[config.mk]
export PLATFORM = sky130hd
export DESIGN_NAME = debug_display_scanner_flat
export DESIGN_NICKNAME = d
export VERILOG_FILES = /design/src/rtl/debug_pkg.sv /design/src/rtl/debug_display_scanner_if.sv /design/src/rtl/debug_step_sync.sv /design/src/rtl/debug_display_scanner.sv /design/src/flat_wrapper.sv
export SDC_FILE = /design/constraint.sdc
export NUM_CORES = 2
export LEC_CHECK = 0
export BUFFER_PORTS_ARGS = -buffer_cell sky130_fd_sc_hd__buf_4
export CORE_AREA = 3 3 427 429
export CTS_BUF_LIST = sky130_fd_sc_hd__clkbuf_2 sky130_fd_sc_hd__clkbuf_4 sky130_fd_sc_hd__clkbuf_8
export DETAILED_ROUTE_END_ITERATION = 10
export DIE_AREA = 0 0 430 432
export PLACE_DENSITY = 0.57
export SETUP_SLACK_MARGIN = 0.1
export SKIP_LAST_GASP = 1
export SYNTH_ARGS = -nofsm -noshare
export SYNTH_HDL_FRONTEND = slang
export SYNTH_SLANG_ARGS = --single-unit
[constraint.sdc]
create_clock -name clock -period 7.9 [get_ports clock]
set_input_delay 0.79 -clock clock [delete_from_list [all_inputs] [get_ports clock]]
set_output_delay 0.79 -clock clock [all_outputs]
set_load 0.01 [all_outputs]
[src/rtl/debug_pkg.sv]
// Shared definitions for the debug display scanner family.
//   - mode encodings for the index source selector
//   - freeze FSM state type and state constants
//   - default word shown for an out-of-range channel index
package debug_pkg;

  localparam logic [1:0] MODE_MANUAL = 2'b00;
  localparam logic [1:0] MODE_SCAN   = 2'b01;
  localparam logic [1:0] MODE_STEP   = 2'b10;

  typedef logic [0:0] frz_state_t;
  localparam frz_state_t ST_LIVE   = 1'b0;
  localparam frz_state_t ST_FROZEN = 1'b1;

  localparam logic [31:0] DEF_ERR_WORD = 32'h0000DEDE;

endpackage

[src/rtl/debug_display_scanner_if.sv]
// Bundle of the scanner's data/control signals.
//   master : debug source side (drives channels, switches, buttons)
//   slave  : the scanner itself (drives display_word, cur_ch, frozen, sel_err)
interface debug_display_scanner_if #(
  parameter int DATA_W = 32,
  parameter int NUM_CH = 32,
  parameter int SEL_W  = 6
);
  logic [NUM_CH*DATA_W-1:0] ch_data;
  logic [SEL_W-1:0]         sel;
  logic [1:0]               mode;
  logic                     step_btn;
  logic                     freeze_req;
  logic                     override_en;
  logic [DATA_W-1:0]        override_data;
  logic [DATA_W-1:0]        display_word;
  logic [SEL_W-1:0]         cur_ch;
  logic                     frozen;
  logic                     sel_err;

  modport master (
    output ch_data, sel, mode, step_btn, freeze_req, override_en, override_data,
    input  display_word, cur_ch, frozen, sel_err
  );

  modport slave (
    input  ch_data, sel, mode, step_btn, freeze_req, override_en, override_data,
    output display_word, cur_ch, frozen, sel_err
  );
endinterface

[src/rtl/debug_step_sync.sv]
// Pushbutton conditioner: 2-flop synchroniser for an active-low asynchronous
// button followed by a falling-edge (press) detector.
//   clock   : system clock
//   reset_n : asynchronous active-low reset (flops idle high)
//   btn_n   : raw active-low button
//   fall    : one-cycle pulse per press
module debug_step_sync (
  input  logic clock,
  input  logic reset_n,
  input  logic btn_n,
  output logic fall
);

  logic meta_q;
  logic sync_q;
  logic sync_d_q;

  always_ff @(posedge clock or negedge reset_n) begin
    if (!reset_n) begin
      meta_q   <= 1'b1;
      sync_q   <= 1'b1;
      sync_d_q <= 1'b1;
    end else begin
      meta_q   <= btn_n;
      sync_q   <= meta_q;
      sync_d_q <= sync_q;
    end
  end

  // Edge taken only from the settled flops, never from the metastable one.
  assign fall = sync_d_q & ~sync_q;

endmodule

[src/rtl/debug_display_scanner.sv]
// Clocked debug display mux with manual / timed-scan / step channel selection,
// a coherent freeze snapshot of all channels and a register-file override.
//   clock, reset_n : clock and asynchronous active-low reset
//   bus (slave)    : ch_data, sel, mode, step_btn, freeze_req, override_en,
//                    override_data in; display_word, cur_ch, frozen, sel_err out
module debug_display_scanner
  import debug_pkg::*;
#(
  parameter int                DATA_W   = 32,
  parameter int                NUM_CH   = 32,
  parameter int                SEL_W    = 6,
  parameter int                DWELL    = 50000000,
  parameter logic [DATA_W-1:0] ERR_WORD = DATA_W'(DEF_ERR_WORD)
) (
  input logic                 clock,
  input logic                 reset_n,
  debug_display_scanner_if.slave bus
);

  localparam int CNT_W = (DWELL > 1) ? $clog2(DWELL) : 1;

  logic [1:0]               mode_q;
  logic [CNT_W-1:0]         cnt_q, cnt_nxt;
  logic [SEL_W-1:0]         cur_ch_q, idx_nxt;
  frz_state_t               state_q;
  logic [NUM_CH*DATA_W-1:0] snap_q;
  logic [DATA_W-1:0]        display_p1, display_nxt, word;
  logic                     sel_err_p1, idx_err;
  logic                     step_fall, mode_chg, use_snap;
  logic [1:0]               eff_mode;

  function automatic logic [SEL_W-1:0] wrap_inc(input logic [SEL_W-1:0] i);
    if (int'(i) >= NUM_CH - 1) return '0;
    return i + SEL_W'(1);
  endfunction

  debug_step_sync u_step (
    .clock   (clock),
    .reset_n (reset_n),
    .btn_n   (bus.step_btn),
    .fall    (step_fall)
  );

  assign eff_mode = (bus.mode == 2'b11) ? MODE_MANUAL : bus.mode;
  assign mode_chg = (bus.mode != mode_q);

  // Next index: cur_ch is loaded with this, and the display word is read with
  // it in the same edge so display_word and cur_ch always agree.
  always_comb begin
    cnt_nxt = '0;
    idx_nxt = cur_ch_q;
    case (eff_mode)
      MODE_SCAN: begin
        if (mode_chg) begin
          cnt_nxt = '0;
        end else if (cnt_q == CNT_W'(DWELL - 1)) begin
          cnt_nxt = '0;
          idx_nxt = wrap_inc(cur_ch_q);
        end else begin
          cnt_nxt = cnt_q + CNT_W'(1);
        end
      end
      MODE_STEP: begin
        if (step_fall) idx_nxt = wrap_inc(cur_ch_q);
      end
      default: idx_nxt = bus.sel;
    endcase
  end

  // In the capture cycle live data equals what the snapshot receives, so the
  // buffer is only needed once the FSM is already FROZEN and still requested.
  assign use_snap = (state_q == ST_FROZEN) && bus.freeze_req;
  assign idx_err  = (int'(idx_nxt) >= NUM_CH);

  always_comb begin
    word = '0;
    for (int k = 0; k < NUM_CH; k++) begin
      if (int'(idx_nxt) == k)
        word = use_snap ? snap_q[k*DATA_W +: DATA_W] : bus.ch_data[k*DATA_W +: DATA_W];
    end
    if (bus.override_en) display_nxt = bus.override_data;
    else if (idx_err)    display_nxt = ERR_WORD;
    else                 display_nxt = word;
  end

  // ---- stage p1: registered index, freeze state, snapshot and display ----
  always_ff @(posedge clock or negedge reset_n) begin
    if (!reset_n) begin
      mode_q     <= MODE_MANUAL;
      cnt_q      <= '0;
      cur_ch_q   <= '0;
      state_q    <= ST_LIVE;
      snap_q     <= '0;
      display_p1 <= '0;
      sel_err_p1 <= 1'b0;
    end else begin
      mode_q     <= bus.mode;
      cnt_q      <= cnt_nxt;
      cur_ch_q   <= idx_nxt;
      state_q    <= bus.freeze_req ? ST_FROZEN : ST_LIVE;
      if ((state_q == ST_LIVE) && bus.freeze_req) snap_q <= bus.ch_data;
      display_p1 <= display_nxt;
      sel_err_p1 <= idx_err;
    end
  end

  assign bus.display_word = display_p1;
  assign bus.cur_ch       = cur_ch_q;
  assign bus.frozen       = (state_q == ST_FROZEN);
  assign bus.sel_err      = sel_err_p1;

endmodule

[src/flat_wrapper.sv]
// flat-port wrapper written by rule: the top's interface ports become plain ports
module debug_display_scanner_flat import debug_pkg::*;
#(
  parameter int                DATA_W   = 32,
  parameter int                NUM_CH   = 32,
  parameter int                SEL_W    = 6,
  parameter int                DWELL    = 50000000,
  parameter logic [DATA_W-1:0] ERR_WORD = DATA_W'(DEF_ERR_WORD)
)
  (clock, reset_n, bus_ch_data, bus_sel, bus_mode, bus_step_btn, bus_freeze_req, bus_override_en, bus_override_data, bus_display_word, bus_cur_ch, bus_frozen, bus_sel_err);
  debug_display_scanner_if #(.DATA_W(DATA_W), .NUM_CH(NUM_CH), .SEL_W(SEL_W)) bus_i ();
  input logic clock;
  input logic reset_n;
  input wire logic [$bits(bus_i.ch_data)-1:0] bus_ch_data;
  input wire logic [$bits(bus_i.sel)-1:0] bus_sel;
  input wire logic [$bits(bus_i.mode)-1:0] bus_mode;
  input wire logic [$bits(bus_i.step_btn)-1:0] bus_step_btn;
  input wire logic [$bits(bus_i.freeze_req)-1:0] bus_freeze_req;
  input wire logic [$bits(bus_i.override_en)-1:0] bus_override_en;
  input wire logic [$bits(bus_i.override_data)-1:0] bus_override_data;
  output wire logic [$bits(bus_i.display_word)-1:0] bus_display_word;
  output wire logic [$bits(bus_i.cur_ch)-1:0] bus_cur_ch;
  output wire logic [$bits(bus_i.frozen)-1:0] bus_frozen;
  output wire logic [$bits(bus_i.sel_err)-1:0] bus_sel_err;
  assign bus_i.ch_data = bus_ch_data;
  assign bus_i.sel = bus_sel;
  assign bus_i.mode = bus_mode;
  assign bus_i.step_btn = bus_step_btn;
  assign bus_i.freeze_req = bus_freeze_req;
  assign bus_i.override_en = bus_override_en;
  assign bus_i.override_data = bus_override_data;
  assign bus_display_word = bus_i.display_word;
  assign bus_cur_ch = bus_i.cur_ch;
  assign bus_frozen = bus_i.frozen;
  assign bus_sel_err = bus_i.sel_err;
  debug_display_scanner #(.DATA_W(DATA_W), .NUM_CH(NUM_CH), .SEL_W(SEL_W), .DWELL(DWELL), .ERR_WORD(ERR_WORD)) u_core (.clock(clock), .reset_n(reset_n), .bus(bus_i));
endmodule
==> impl_metrics.env <==
export IMPL_yosysSeqAreaShare=0.439
export IMPL_worstReg2RegEnd="u_core.bus.display_word[25]$_DFF_PN0_"
export IMPL_hp_start="bus_ch_data[25]"
export IMPL_drtIter0Drc=11500
export IMPL_r2r_start="u_core.cnt_q[16]$_DFF_PN0_"
export IMPL_hold_end="u_core.snap_q[25]$_DFFE_PN0P_"
export IMPL_grt_pass1_wl_um=533000
export IMPL_finalClockSkew_ns=0.0691
export IMPL_critPathSlowestCell="a21oi_1"
export IMPL_clk_pin_slew_ns=0.06
export IMPL_nNetsFinal=11400
export IMPL_path_class="flop to flop"
export IMPL_critPathLaunchType="flop"
export IMPL_routed_wl_met2_um=173000
export IMPL_seq_power_share=0.383
export IMPL_synth_area_leaders="dfrtp_1 44%, nand2_1 26%, mux2i_1 7.0%"
export IMPL_async_flop_share=1.00
export IMPL_drc=0
export IMPL_dieWidth_um=430
export IMPL_dr_wl_met3_um=35900
export IMPL_yosysTopAreaCell="dfrtp_1"
export IMPL_r2r_cells=12
export IMPL_synth_top_flop_cell="dfrtp_1"
export IMPL_yosysWarnings=0
export IMPL_fmax_mhz=144
export IMPL_finalCriticalPeriod_ns=6.94
export IMPL_firstDrtPassIters=7
export IMPL_min_path_type="input port to flop"
export IMPL_synth_cell_type_count=89
export IMPL_setup_tns_final_ns=0
export IMPL_finalNonFillerCells=13000
export IMPL_synth_most_common_cell="nand2_1"
export IMPL_cp_end_kind="flop"
export IMPL_path_max_fanout=25
export IMPL_rsz0062_at_grt="false"
export IMPL_netlist_instances=8485
export IMPL_leakage_nw=43.7
export IMPL_cap_violations=0
export IMPL_final_setup_worst_slack_ns=0.962
export IMPL_core_area_mm2=0.179
export IMPL_dp_cells=11500
export IMPL_hold_path_cell_count=3
export IMPL_setup_viol=0
export IMPL_drive_gt1_frac=0.164
export IMPL_max_stage_delay_ns=1.10
export IMPL_ys_ff_latch=1095
export IMPL_cpMostUsedCell="a21oi_1"
export IMPL_ctsResizeCount=0
export IMPL_dieHeight_um=432
export IMPL_slew_viol_final=0
export IMPL_syn_avg_cell_area_um2=7.37
export IMPL_numCtsBuffers=206
export IMPL_htree_levels=4
export IMPL_grtUsageTotal=0.401
export IMPL_top_layer="met5"
export IMPL_peakVddDrop_mv=0.169
export IMPL_p_sw_w=0.00626
export IMPL_place_port_buffers=1108
export IMPL_hold_viol=0
export IMPL_cts_buffer_depth=3
export IMPL_synth_edf_count=0
export IMPL_max_slew_margin=0.0410
export IMPL_root_buffer="clkbuf_8"
export IMPL_status="completed"
export IMPL_crit_required_ns=8.79
export IMPL_io_pins=1109
export IMPL_synthTopCellsByCount="4329 x nand2_1, 1092 x dfrtp_1, 492 x clkbuf_1"
export IMPL_synth_top_area_frac=0.437
export IMPL_finalCritPeriodShare=0.878
export IMPL_routed_via_density=5.73
export IMPL_die_area_mm2=0.186
export IMPL_clkPwrFrac=0.350
export IMPL_routed_wl_um=388000
export IMPL_powerDensity_mw_per_mm2=200
export IMPL_clk_latency_ns=1.03
export IMPL_path_cells="nand4bb_1, nor4_1, a21oi_1, nor3_1, or3_4, nor3_2, buf_4, a21oi_1, o31ai_2, nand4_1, a211oi_1, or3_1"
export IMPL_area_growth_pct=40.8
export IMPL_hpwl_um=286000
export IMPL_combPwrFrac=0.267
export IMPL_utilization=0.493
export IMPL_sw_frac_of_total=0.356
export IMPL_grt_antenna_before_repair=177
export IMPL_gp_congestion=1.05
export IMPL_vias=74400
export IMPL_worst_pin_slew_ns=1.44
export IMPL_grt_pass1_vias=70000
export IMPL_cts_tree="done"
export IMPL_routedWlPerCell_um=29.9
export IMPL_cts_sinks=1095
export IMPL_netlist_area_mm2=0.0625
export IMPL_wl_met1_um=138000
export IMPL_synth_nets=9558
export IMPL_place_ws_ns=1.14
export IMPL_placementRows=155
export IMPL_grt_max_degree=200
export IMPL_p_int_w=0.0113
export IMPL_ant_nets=0
export IMPL_cp_arrival_ns=7.82
export IMPL_globalRoute_totalOverflow=0
export IMPL_rrSetupSlack_ns=0.96
export IMPL_start_util=0.350
## registers in the layout, indices dropped and copies added, names as in the netlist, 2 cells and up
name	flops
u_core.cnt_q	26
u_core.mode_q	2
u_core.bus.cur_ch	6
u_core.bus.display_word	32
u_core.snap_q	1024
## routing by layer
layer	GRT usage	vias to the layer above
li1	-	32000
met1	0.469	36000
met2	0.619	4961
met3	0.0880	1333
met4	0.363	26
met5	0	-
## metrics by stage
stage / instance area (um2) / hold slack (ns) / total power [W]
finish: 88000 / 0.0641 / 0.0176
global route: 87900 / 0.0157 / 0.0181
CTS: 87600 / 0.000115 / 0.0175
detailed placement: 73300 / 0.352 / 0.0109
global placement: 73300 / 0.348 / 0.0108
floorplan: 62500 / 0.345 / 0.00861
## kinds of logic after synthesis
| group | Yosys count | share of synthesized area |
|---|---|---|
| DFF | 1095 | 0.439 |
| and+or+nand+nor | 5029 | 0.318 |
| adders and majority gates | 4 | 0.000801 |
| AOI/OAI and AO/OA | 1269 | 0.130 |
| buffers and inverters | 622 | 0.0390 |
| muxes | 439 | 0.0703 |
| xor gates and xnor gates | 27 | 0.00378 |
## power by group through the flow
| stage | registers (W) | logic [W] | clock network [W] |
|---|---|---|---|
| after global routing | 0.00680 | 0.00490 | 0.00645 |
| final | 0.00674 | 0.00470 | 0.00615 |
| after CTS | 0.00672 | 0.00456 | 0.00619 |
| after floorplan | 0.00669 | 0.00192 | 0 |
| after global placement | 0.00679 | 0.00404 | 0 |
| after detailed placement | 0.00681 | 0.00408 | 0 |
## cell usage in the layout, fill, tap and decap left out, types with 14 or more instances in the layout
master / synthesis / layout
a21oi_1: 347 / 343
o21ai_0: 261 / 246
a31oi_1: 149 / 148
nor3_1: 76 / 66
diode_2: 0 / 142
nand4_1: 42 / 42
clkbuf_8: 0 / 258
o22ai_1: 96 / 96
a221oi_1: 37 / 37
o221ai_1: 34 / 34
dlygate4sd3_1: 0 / 986
buf_12: 0 / 29
clkbuf_4: 0 / 82
o21ai_1: 7 / 20
a21o_1: 16 / 15
nand3_1: 154 / 147
o211ai_1: 52 / 52
nand2_1: 4329 / 4326
or3_1: 24 / 23
a211oi_1: 45 / 43
o32ai_1: 17 / 17
dfrtp_1: 1092 / 1092
buf_4: 7 / 1233
a41oi_1: 18 / 17
and3_1: 48 / 47
mux2i_1: 439 / 439
o2111ai_1: 24 / 24
nor2_1: 276 / 270
xor2_1: 14 / 14
nor4_1: 15 / 14
## worst max-delay path by stage
stage / cells past startpoint / slack [ns] / end / start
2_1_floorplan: 15 / 3.73 / u_core.bus.display_word[22]$_DFF_PN0_ / bus_mode[1]
3_3_place_gp: 15 / 1.13 / u_core.bus.display_word[17]$_DFF_PN0_ / bus_mode[1]
3_5_place_dp: 15 / 1.14 / u_core.bus.display_word[17]$_DFF_PN0_ / bus_mode[1]
4_1_cts: 10 / 1.41 / u_core.bus.display_word[31]$_DFF_PN0_ / u_core.cnt_q[16]$_DFF_PN0_
5_1_grt: 14 / 1.06 / u_core.bus.display_word[11]$_DFF_PN0_ / u_core.cnt_q[16]$_DFF_PN0_
6_report: 12 / 0.96 / u_core.bus.display_word[25]$_DFF_PN0_ / u_core.cnt_q[16]$_DFF_PN0_
## worst max-delay path: cells and delay by family, from the launching register on
| kind | cells | cell delay (ns) |
|---|---|---|
| AND/OR/NAND/NOR | 7 | 3.93 |
| buffers and inverters | 1 | 0.29 |
| flip-flops | 1 | 0.41 |
| AO/OA/AOI/OAI | 4 | 2.12 |
## final cells by class
type / count / area, um2
Antenna cell: 142 / 355
Clock buffer: 340 / 4170
Clock inverter: 25 / 260
Fill cell: 17300 / 90600
Inverter: 12 / 45.0
Multi-Input combinational cell: 6768 / 33100
Sequential cell: 1095 / 27400
Tap cell: 2355 / 2950
Timing Repair Buffer: 2249 / 19700
## timing repair
| item | in CTS | in global routing |
|---|---|---|
| hold buffers | 986 | 0 |
| setup buffers | 0 | 0 |
| endpoints found under the hold margin | 1048 | 0 |
(Power assumes the default switching activity.)
